**config.mk**
```make
export PLATFORM = sky130hd
export DESIGN_NAME = keypad_entry
export DESIGN_NICKNAME = d
export VERILOG_FILES = /design/src/rtl/keypad_entry.sv
export SDC_FILE = /design/constraint.sdc
export NUM_CORES = 1
export LEC_CHECK = 0
export ABC_AREA = 1
export CORE_MARGIN = 4
export CORE_UTILIZATION = 55
export DETAILED_ROUTE_END_ITERATION = 16
export PLACE_DENSITY = 0.87
export SYNTH_ARGS = -nofsm -noshare
export SYNTH_HDL_FRONTEND = slang
export SYNTH_SLANG_ARGS = --single-unit
```
**constraint.sdc**
```tcl
create_clock -name clk -period 2 [get_ports clk]
set_clock_uncertainty 0.1 [all_clocks]
set_input_delay 0.3 -clock clk [delete_from_list [all_inputs] [get_ports clk]]
set_output_delay 0.3 -clock clk [all_outputs]
set_load 0.005 [all_outputs]
```
**src/rtl/keypad_entry.sv**
```systemverilog
// 4x4 matrix keypad scanner: walks an active-low column select, debounces the
// synchronized rows and shifts each accepted key code into a 16-bit entry register.
module keypad_entry #(
   parameter int SCAN_DIV = 100000,
   parameter int DEBOUNCE = 4
) (
   input  logic        clk,
   input  logic        rst_n,
   input  logic [3:0]  kb_row,
   output logic [3:0]  kb_col,
   output logic        key_valid,
   output logic [3:0]  key_code,
   output logic [15:0] data,
   output logic [1:0]  dbg_state
);

   localparam int         DIV_W   = (SCAN_DIV > 2) ? $clog2(SCAN_DIV) : 1;
   localparam logic [3:0] CNT_MAX = 4'(DEBOUNCE);

   typedef enum logic [1:0] {
      ST_SCAN     = 2'd0,
      ST_DEBOUNCE = 2'd1,
      ST_HOLD     = 2'd2
   } state_t;

   state_t             r_state;
   state_t             w_state_nxt;
   logic [3:0]         r_row_s1;
   logic [3:0]         r_row_s2;
   logic [DIV_W-1:0]   r_div;
   logic [3:0]         r_kb_col;
   logic [3:0]         w_kb_col_nxt;
   logic [3:0]         w_kb_col_rot;
   logic [3:0]         r_cnt;
   logic [3:0]         w_cnt_nxt;
   logic [3:0]         w_cnt_inc;
   logic [1:0]         r_row_idx;
   logic [1:0]         w_row_idx_nxt;
   logic [1:0]         r_col_idx;
   logic [1:0]         w_col_idx_nxt;
   logic               r_key_valid;
   logic [3:0]         r_key_code;
   logic [15:0]        r_data;
   logic               w_tick;
   logic               w_row_any;
   logic [1:0]         w_row_idx;
   logic [1:0]         w_col_idx;
   logic               w_accept;

   // Two-flop synchronizer; the raw rows are never used past this point.
   always_ff @(posedge clk or negedge rst_n) begin
      if (!rst_n) begin
         r_row_s1 <= 4'b1111;
         r_row_s2 <= 4'b1111;
      end else begin
         r_row_s1 <= kb_row;
         r_row_s2 <= r_row_s1;
      end
   end

   assign w_tick = (r_div == DIV_W'(SCAN_DIV - 1));

   always_ff @(posedge clk or negedge rst_n) begin
      if (!rst_n) begin
         r_div <= '0;
      end else if (w_tick) begin
         r_div <= '0;
      end else begin
         r_div <= r_div + DIV_W'(1);
      end
   end

   assign w_row_any    = (r_row_s2 != 4'b1111);
   assign w_kb_col_rot = {r_kb_col[2:0], r_kb_col[3]};
   assign w_cnt_inc    = r_cnt + 4'd1;

   // Lowest-index low row wins when several rows are pulled low together.
   always_comb begin
      w_row_idx = 2'd0;
      for (int i = 3; i >= 0; i--) begin
         if (!r_row_s2[i]) begin
            w_row_idx = 2'(i);
         end
      end
   end

   always_comb begin
      w_col_idx = 2'd0;
      case (r_kb_col)
         4'b1110: w_col_idx = 2'd0;
         4'b1101: w_col_idx = 2'd1;
         4'b1011: w_col_idx = 2'd2;
         4'b0111: w_col_idx = 2'd3;
         default: w_col_idx = 2'd0;
      endcase
   end

   always_ff @(posedge clk or negedge rst_n) begin
      if (!rst_n) begin
         r_state <= ST_SCAN;
      end else begin
         r_state <= w_state_nxt;
      end
   end

   // The same counter serves as press count in DEBOUNCE and release count in HOLD.
   always_comb begin
      w_state_nxt   = r_state;
      w_kb_col_nxt  = r_kb_col;
      w_cnt_nxt     = r_cnt;
      w_row_idx_nxt = r_row_idx;
      w_col_idx_nxt = r_col_idx;
      w_accept      = 1'b0;
      if (w_tick) begin
         case (r_state)
            ST_SCAN: begin
               if (!w_row_any) begin
                  w_kb_col_nxt = w_kb_col_rot;
               end else begin
                  w_row_idx_nxt = w_row_idx;
                  w_col_idx_nxt = w_col_idx;
                  w_cnt_nxt     = 4'd1;
                  w_state_nxt   = ST_DEBOUNCE;
               end
            end
            ST_DEBOUNCE: begin
               if (w_row_any && (w_row_idx == r_row_idx)) begin
                  if (w_cnt_inc == CNT_MAX) begin
                     w_accept    = 1'b1;
                     w_cnt_nxt   = 4'd0;
                     w_state_nxt = ST_HOLD;
                  end else begin
                     w_cnt_nxt = w_cnt_inc;
                  end
               end else begin
                  w_cnt_nxt    = 4'd0;
                  w_kb_col_nxt = w_kb_col_rot;
                  w_state_nxt  = ST_SCAN;
               end
            end
            ST_HOLD: begin
               if (w_row_any) begin
                  w_cnt_nxt = 4'd0;
               end else if (w_cnt_inc == CNT_MAX) begin
                  w_cnt_nxt    = 4'd0;
                  w_kb_col_nxt = w_kb_col_rot;
                  w_state_nxt  = ST_SCAN;
               end else begin
                  w_cnt_nxt = w_cnt_inc;
               end
            end
            default: begin
               w_cnt_nxt    = 4'd0;
               w_kb_col_nxt = 4'b1110;
               w_state_nxt  = ST_SCAN;
            end
         endcase
      end
   end

   always_ff @(posedge clk or negedge rst_n) begin
      if (!rst_n) begin
         r_kb_col  <= 4'b1110;
         r_cnt     <= 4'd0;
         r_row_idx <= 2'd0;
         r_col_idx <= 2'd0;
      end else begin
         r_kb_col  <= w_kb_col_nxt;
         r_cnt     <= w_cnt_nxt;
         r_row_idx <= w_row_idx_nxt;
         r_col_idx <= w_col_idx_nxt;
      end
   end

   // key_valid is a bare one-clk strobe: there is no ready, the consumer must sample it.
   always_ff @(posedge clk or negedge rst_n) begin
      if (!rst_n) begin
         r_key_valid <= 1'b0;
         r_key_code  <= 4'h0;
         r_data      <= 16'h0000;
      end else begin
         r_key_valid <= w_accept;
         if (w_accept) begin
            r_key_code <= {r_row_idx, r_col_idx};
            r_data     <= {r_data[11:0], r_row_idx, r_col_idx};
         end
      end
   end

   assign kb_col    = r_kb_col;
   assign key_valid = r_key_valid;
   assign key_code  = r_key_code;
   assign data      = r_data;
   assign dbg_state = r_state;

endmodule

```
Word level (Yosys, flattened, before mapping)

Index checks and enable logic that the tools add are counted.

Output and inout port bits: 27
Memories: 0
Register bits: 60
Bits in read-only memories: 0
Latch bits: 0
RAM bits: 0

Equal/unequal tests: 15
Shift-type cells: 0
Multipliers: 0
Divide/modulo/power cells: 0
$lt $le $gt $ge: 0
Reductions and logical operators: 6
Bitwise logic cells: 0
Add/subtract/negate cells: 2
Muxes and demuxes: 26

Operators by type and width:

| operator                                       | count |
|---|---|
| 2-to-1 mux 4 bit                               | 8 |
| one-hot mux 4 bit (3 select lines)             | 2 |
| 2-to-1 mux 2 bit                               | 9 |
| adder 17 x 1 -> 17 bit (second input constant) | 1 |
| == test 17 bit (second input constant)         | 1 |
| 2-to-1 mux 17 bit                              | 1 |
| one-hot mux 2 bit (3 select lines)             | 2 |
| != test 2 bit (second input constant)          | 5 |
| AND reduction 5 bit                            | 2 |
| == test 4 x 3 -> 1 bit (second input constant) | 2 |
| == test 4 bit (second input constant)          | 2 |
| adder 4 x 1 -> 4 bit (second input constant)   | 1 |
| 2-to-1 mux 1 bit                               | 4 |
| != test 4 bit (second input constant)          | 1 |
| != test 3 bit (second input constant)          | 1 |
| AND reduction 3 bit                            | 1 |
| == test 2 x 1 -> 1 bit (second input constant) | 1 |
| == test 2 bit                                  | 1 |
| == test 2 bit (second input constant)          | 1 |
| logical NOT 2 bit                              | 1 |
| AND reduction 2 bit                            | 1 |
| logical AND 1 bit                              | 1 |

Logic depth before layout (Yosys ltp)

Gate-level depths: netlist of run 1.

Depth in word-level cells: 9
Depth in mapped cells: 12
Depth with buffers taken out: 12

Least setup slack after synthesis of run 1

No wires, ideal clock.

Path kind: reg-to-reg
Start point: reg r_div[0]
End point: reg r_col_idx[1]
Cell stages (with the launch flop): 12
Period minus slack after synthesis: 1.751 ns
Slack: 0.249 ns
Arrival time: 1.531 ns
Buffers on the path: 0
Setup time: 0.120 ns
Cells stage by stage: dfrtp_1 -> ha_1 -> nand2_1 -> nor2_4 -> inv_2 -> nor2_4 -> nand2_2 -> clkinv_1 -> nand2_4 -> inv_1 -> o21ai_0 -> inv_1

Longest elaborated chain between the ends: 2

Ends and longest elaborated chain:

| item                                 | RTL line | RTL |
|---|---|---|
| start: declaration                   | 30       | `logic [DIV_W-1:0] r_div;` |
| start signal: assignment             | 69       | `r_div <= r_div + DIV_W'(1);` |
| == test 17 bit                       | 61       | `assign w_tick = (r_div == DIV_W'(SCAN_DIV - 1));` |
| AND reduction 3 bit (no source line) | -        |  |
| end signal: assignment               | 171      | `r_col_idx <= w_col_idx_nxt;` |
| end: declaration                     | 39       | `logic [1:0] r_col_idx;` |

Every way passes these cells.
A chain may end at the register's enable or synchronous reset.

Final worst setup path of run 1

Start point: reg r_kb_col[3], in the netlist kb_col[3]
End point: out kb_col[3]

RTL lines:

| item                     | RTL line | RTL |
|---|---|---|
| start: declaration       | 31       | `logic [3:0] r_kb_col;` |
| start signal: assignment | 168      | `r_kb_col <= w_kb_col_nxt;` |
| end: declaration         | 10       | `output logic [3:0] kb_col,` |

No word-level cell between the ends.

==> impl_metrics.csv, run 1 <==
group,metric,value,unit
run_status,outcome,"complete, no violations",
min_path,worst_hold_path.endpoint,"r_row_s2[0]$_DFF_PN1_",
route,vias_per_cell,5.323,
clocking,clock_sinks,56,
route,drt_iter0_drc,168,
pwr,internal_power,1.447,mW
setup_path,cpLargestDelayFamily,"flip-flops",
logic_synthesis,syn-num-nets,322,
clocking,path_clk_slew,0.10,ns
timing,finalSetupViolCount,0,
pwr,p_leak,1.503,nW
logic_synthesis,ys.flop_type,"dfrtp_1",
layout,fillers,345,
clocking,clockBufferDepth,2,
global_route,antenna_found_initial,0,
logic_synthesis,synth_common_cells,"nand2_1 (95), dfrtp_1 (45), inv_1 (35)",
clocking,cts-buffers-inserted,5,
pwr,p_sw,0.3901,mW
min_path,hp-class,"register to register",
timing,period_share,91.80,%
pwr,power_per_cell_area,588.0,mW/mm²
min_path,holdPathStages,0,
logic_synthesis,synth_largest_area_cell,"dfrtp_1",
timing,tns,0,ns
pwr,p_seq_share,62.6,%
setup_path,reg2reg_from,"r_div[0]$_DFF_PN0_",
logic_synthesis,synth_edf_count,0,
route,wirelength,5032,µm
clocking,cts_root_buf,"clkbuf_8",
clocking,clk_latency,0.30,ns
setup_path,crit_fanout,6,
setup_path,cp_slowest_stage_delay,0.60,ns
logic_synthesis,seq_area_frac_synth,53.37,%
global_route,grt_max_degree,31,
place,placed_area,0.003005,mm²
route,vias,2145,
logic_synthesis,synth.distinct_cells,30,
job,maxCapViolCount,0,
place,gp_congestion,0.8797,
layout,synthToLayoutAreaGrowth,17.84,%
setup_path,path_cells,"clkdlybuf4s50_1",
route,post-route-drc-count,0,
setup_path,required,1.60,ns
pwr,sw_frac_of_total,21.24,%
global_route,grt_usage,18.31,%
timing,fin_crit,1.836,ns
global_route,grt_pass1_vias,2087,
timing,finalHoldViolations,0,
logic_synthesis,yosys_warnings,0,
timing,rsz0062_at_grt,"no",
floorplanning,start_util,58.86,%
setup_path,setup.worst_path.start_class,"register",
layout,layout-drive-gt1-share,11.68,%
clocking,cts_tree,"built",
logic_synthesis,ys_ff_latch,56,
floorplanning,boundaryPins,33,
layout,fin_area,0.003124,mm²
pwr,p_comb_share,2.4,%
timing,final_max_slew_viol_count,0,
logic_synthesis,synth.avg_cell_area,8.471,µm²
setup_path,endpoint_kind,"output pin",
pwr,ir_worst_vdd,0.3781,mV
layout,utilization,69.36,%
logic_synthesis,synth_top_area_share,42.47,%
setup_path,path_class,"register to output pin",
pwr,clkPwrFrac,34.9,%
setup_path,cp.arrival,1.44,ns
route,wl_per_cell,12.49,µm
logic_synthesis,post-synth-top-count-cell,"nand2_1",
setup_path,r2r-end,"data[13]$_DFFE_PN0P_",
floorplanning,core,0.004504,mm²
setup_path,cp_slowest_cell,"dfstp_2",
setup_path,worst-path-buf-inv,1,
place,hpwl,3808,µm
logic_synthesis,syn_area,0.002651,mm²
clocking,htreeDepth,2,
floorplanning,die_area,0.005995,mm²
timing,max_slew_margin,71.99,%
place,port_buffers,32,
timing,fmax,544.7,MHz
floorplanning,die_y,77.43,µm
setup_path,r2r_cells,11,
layout,nNetsFinal,359,
timing,worst_slew_pin_slew,0.4169,ns
route,first_pass_iters,4,
logic_synthesis,synthTopCellsByArea,"dfrtp_1 (42%), nand2_1 (13%), dfstp_2 (11%)",
layout,antenna_cells,0,
min_path,hold_start,"r_row_s1[0]$_DFF_PN1_",
global_route,grt_pass1_wl,9059,µm
route,ant_nets,0,
logic_synthesis,synthesis.instances,313,
floorplanning,placement_rows,24,
global_route,grt_overflow,0,
floorplanning,die_width,77.43,µm
setup_path,r2r_slack,0.18,ns
logic_synthesis,synthArstFlopShare,100.0,%
-- state kept, by name (all words and copies together) (netlist names) --
| signal | flops |
|---|---|
| r_cnt | 4 |
| key_valid | 1 |
| r_div | 17 |
| r_col_idx | 2 |
| key_code | 3 |
| dbg_state | 2 |
| r_row_s2 | 4 |
| data | 13 |
| r_row_idx | 2 |
| r_row_s1 | 4 |
| kb_col | 4 |
-- power by group through the flow --
stage	logic [mW]	clock network [mW]	registers (mW)
CTS	0.0470	0.669	1.15
global route	0.0519	0.709	1.15
global placement	0.0444	0	1.17
floorplan	0.00696	0	1.17
finish	0.0450	0.641	1.15
detailed placement	0.0454	0	1.17
-- repair_timing --
action	in CTS	in global routing
setup endpoints to repair	0	14
endpoints found under the hold margin	14	0
buffers inserted	0	0
resized for setup	0	5
hold buffers	1	0
-- cells in the final DEF, fill, tap and decap left out, types with 2 or more instances in the layout --
master           instances
nand4_1                  8
nand3_2                  3
clkinv_2                 2
dfstp_2                 11
dfrtp_1                 45
inv_1                   35
clkdlybuf4s50_1         31
nand2_4                  2
nor2_1                  30
nand2_1                 95
o21ai_0                 16
buf_4                    2
nor2_4                   3
ha_1                     3
clkbuf_8                 6
nand3_1                 15
a21oi_1                  7
inv_2                    3
xor2_1                   7
nor4_1                   3
o21ai_1                  2
nand2_2                  3
nor3_1                   8
-- stage by stage --
stage          worst slack, ns  hold WS (ns)  power, mW  instances
2_1_floorplan           0.2490      -0.09559      1.179        313
5_1_grt               0.001406        0.2632      1.913        403
3_3_place_gp            0.2104        0.1342      1.216        394
4_1_cts                 0.1345        0.2555      1.867        403
3_5_place_dp            0.1657        0.1348      1.218        394
6_report                0.1640        0.2583      1.837        403
-- final cells by class --
| class | instances | area, µm² | area share, % |
|---|---|---|---|
| clock buffers | 6 | 82.58 | 2.643 |
| clock inverters | 2 | 13.76 | 0.4405 |
| inverters | 40 | 158.9 | 5.086 |
| multi-input cells | 211 | 1028 | 32.92 |
| flip-flops and latches | 56 | 1415 | 45.29 |
| well taps | 52 | 65.06 | 2.082 |
| repair buffers | 36 | 360.3 | 11.53 |
-- how the worst max path moves through the flow --
stage               cells past startpoint  slack [ns]                   from                        to
finish                                  1        0.16  kb_col[3]$_DFFE_PN1P_                 kb_col[3]
floorplan                              11        0.25     r_div[0]$_DFF_PN0_  r_col_idx[1]$_DFFE_PN0P_
CTS                                    11        0.13     r_div[0]$_DFF_PN0_       r_div[12]$_DFF_PN0_
detailed placement                      9        0.17     r_div[0]$_DFF_PN0_      r_cnt[2]$_DFFE_PN0P_
global route                           11       0.001     r_div[0]$_DFF_PN0_      data[15]$_DFFE_PN0P_
global placement                        9        0.21     r_div[0]$_DFF_PN0_      r_cnt[2]$_DFFE_PN0P_
-- cells by family after synthesis --
group / after synthesis / synth area share [%]
AOI/OAI and AO/OA: 26 / 4.955
xor gates and xnor gates: 8 / 2.643
adders and majority gates: 3 / 1.416
buffers and inverters: 46 / 8.211
DFF: 56 / 53.37
and+or+nand+nor: 174 / 29.40
-- metal layers --
layer  vias to the layer above  global-route usage (%)  share of wire (%)
met5                         -                       0                  0
met4                         0                   7.295                2.0
met3                        13                   4.861                5.6
met2                        63                   28.93                 46
met1                      1012                   24.18                 46
li1                       1057                       -                  -
Note: power is estimated with default switching activity, not from simulation.
==> run 2, diff against run 1 <==
--- a/config.mk
+++ b/config.mk
@@ -8,6 +8,7 @@
 export ABC_AREA = 1
 export CORE_MARGIN = 4
 export CORE_UTILIZATION = 55
+export CTS_CLUSTER_SIZE = 16
 export DETAILED_ROUTE_END_ITERATION = 16
 export PLACE_DENSITY = 0.87
 export SYNTH_ARGS = -nofsm -noshare
==> results of run 2 <==
Final layout, timing and power as in run 1 (identical DEF).
==> run 3, diff against run 2 <==
--- a/config.mk
+++ b/config.mk
@@ -11,6 +11,7 @@
 export CTS_CLUSTER_SIZE = 16
 export DETAILED_ROUTE_END_ITERATION = 16
 export PLACE_DENSITY = 0.87
+export SKIP_LAST_GASP = 1
 export SYNTH_ARGS = -nofsm -noshare
 export SYNTH_HDL_FRONTEND = slang
 export SYNTH_SLANG_ARGS = --single-unit
==> constraint.sdc (replaced) <==
create_clock -name clk -period 2 [get_ports clk]
set_clock_uncertainty 0.1 [all_clocks]
set_input_delay 0.4 -clock clk [delete_from_list [all_inputs] [get_ports clk]]
set_output_delay 0.4 -clock clk [all_outputs]
set_load 0.005 [all_outputs]
==> run 3 against run 2 <==
Net effect: first-iteration DRC count decreased by 23%; clock power decreased by 5.0%; worst hold slack improved by 0.0016 ns; via count decreased by 1.0%.
==> impl_metrics.csv, run 3 (synthesis results as in run 1) <==
group,metric,value,unit
timing,worst_slew_pin_slew,0.4127,ns
setup_path,cpLargestDelayFamily,"flip-flops",
clocking,path_clk_slew,0.10,ns
global_route,grt_pass1_vias,1980,
global_route,grt_pass1_wl,8659,µm
layout,nNetsFinal,359,
floorplanning,start_util,58.86,%
route,drt_iter0_drc,130,
setup_path,endpoint_kind,"output pin",
route,vias_per_cell,5.268,
layout,synthToLayoutAreaGrowth,16.80,%
timing,fin_crit,1.937,ns
route,wirelength,5000,µm
layout,layout-drive-gt1-share,11.11,%
pwr,ir_worst_vdd,0.6470,mV
place,dp.cells,394,
layout,regMostFlops,"r_div",
clocking,htreeDepth,2,
setup_path,path_class,"register to output pin",
route,wl_per_cell,12.41,µm
route,first_pass_iters,4,
place,hpwl,3665,µm
layout,fillers,348,
pwr,p_leak,1.486,nW
floorplanning,core,0.004504,mm²
setup_path,cp.arrival,1.44,ns
global_route,grt_usage,17.65,%
layout,layout_commonest_cell,"nand2_1",
layout,finalNonFillerCells,403,
place,placed_area,0.002993,mm²
timing,rsz0062_at_grt,"no",
route,post-route-drc-count,0,
place,gp_congestion,0.8635,
clocking,clk_latency,0.30,ns
layout,multi_input_area,0.001023,mm²
pwr,power_per_cell_area,581.7,mW/mm²
setup_path,crit_fanout,6,
route,ant_nets,0,
layout,mostFrequentLayoutCells,"nand2_1 (95), dfrtp_1 (45), inv_1 (35)",
layout,fin_area,0.003097,mm²
clocking,clockBufferDepth,2,
run_status,outcome,"complete, no violations",
floorplanning,die_width,77.43,µm
timing,finalHoldViolations,0,
setup_path,required,1.50,ns
layout,antenna_cells,0,
timing,period_share,96.86,%
clocking,clock_sinks,56,
timing,fmax,516.2,MHz
clocking,postCtsSetupBuffers,0,
route,vias,2123,
global_route,grt_overflow,0,
timing,max_slew_margin,72.27,%
setup_path,worst-path-buf-inv,1,
job,maxCapViolCount,0,
clocking,cts_root_buf,"clkbuf_8",
global_route,antenna_found_initial,0,
min_path,hp-class,"register to register",
floorplanning,die_y,77.43,µm
setup_path,setup.worst_path.start_class,"register",
layout,largest_register_ffs,17,
setup_path,cp_slowest_stage_delay,0.61,ns
timing,final_max_slew_viol_count,0,
timing,finalSetupViolCount,0,
setup_path,cp_slowest_cell,"dfstp_2",
place,port_buffers,32,
layout,regArea,0.001415,mm²
timing,holdWs,0.2600,ns
floorplanning,boundaryPins,33,
global_route,grt_max_degree,31,
setup_path,path_cells,"clkdlybuf4s50_1",
clocking,cts_tree,"built",
floorplanning,placement_rows,24,
clocking,cts-buffers-inserted,5,
floorplanning,die_area,0.005995,mm²
timing,tns,0,ns
run 3: cell count changes in the layout (fill, tap and decap cells not counted), sizes merged:
cell / previous run / this run
inv: 40 / 39
clkinvlp: 0 / 1
run 3: routing by layer:
metal	global-route usage (%)	share of wire (%)
met5	0	0
met3	3.588	5.1
met1	23.37	47
met4	6.406	1.9
met2	28.93	46
run 3: worst reg2reg max path: stages (launching register included):
cell     delay [ns]
dfrtp_1        0.39
ha_1           0.19
nand2_1        0.10
nor2_4         0.13
inv_2          0.08
nor2_4         0.12
nand2_2        0.12
nor2_4         0.14
nand2_4        0.15
inv_6          0.15
nand2_1        0.07
nand2_1        0.06
run 3: final timing paths:
kind	startpoint	to	slack [ns]	cells past startpoint
setup reg to reg	r_div[0]$_DFF_PN0_	data[14]$_DFFE_PN0P_	0.16	11
min in group asynchronous	rst_n	key_valid$_DFF_PN0_	0.51	3
max in group asynchronous	rst_n	r_row_s1[3]$_DFF_PN1_	0.94	3
hold / removal	r_row_s1[3]$_DFF_PN1_	r_row_s2[3]$_DFF_PN1_	0.26	0
setup / recovery	kb_col[3]$_DFFE_PN1P_	kb_col[3]	0.06	1
hold reg to reg	r_row_s1[3]$_DFF_PN1_	r_row_s2[3]$_DFF_PN1_	0.26	0
run 3: per-stage QoR:
step,utilization (%),total power [mW],setup WS (ns)
floorplan,-,1.179,0.2490
global placement,66.44,1.213,0.2087
detailed placement,66.44,1.214,0.1586
CTS,68.64,1.821,0.05819
global route,68.75,1.875,0.003910
finish,68.75,1.801,0.06270
run 3: final cells by class:
| type | count | area share [%] |
|---|---|---|
| Sequential cell | 56 | 45.70 |
| Multi-Input combinational cell | 211 | 33.05 |
| Timing Repair Buffer | 36 | 11.23 |
| Inverter | 40 | 5.051 |
| Clock buffer | 6 | 2.343 |
| Tap cell | 52 | 2.101 |
| Clock inverter | 2 | 0.5253 |
run 3: repair_timing:
item,4_1_cts,5_1_grt
endpoints found under the hold margin,23,0
hold buffers,1,0
setup endpoints to repair,0,5
resized for setup,0,2
run 3: report_power, final:
group	internal [mW]	switching [mW]
Clock	0.250	0.359
Combinational	0.0140	0.0279
Sequential	1.15	0.00434
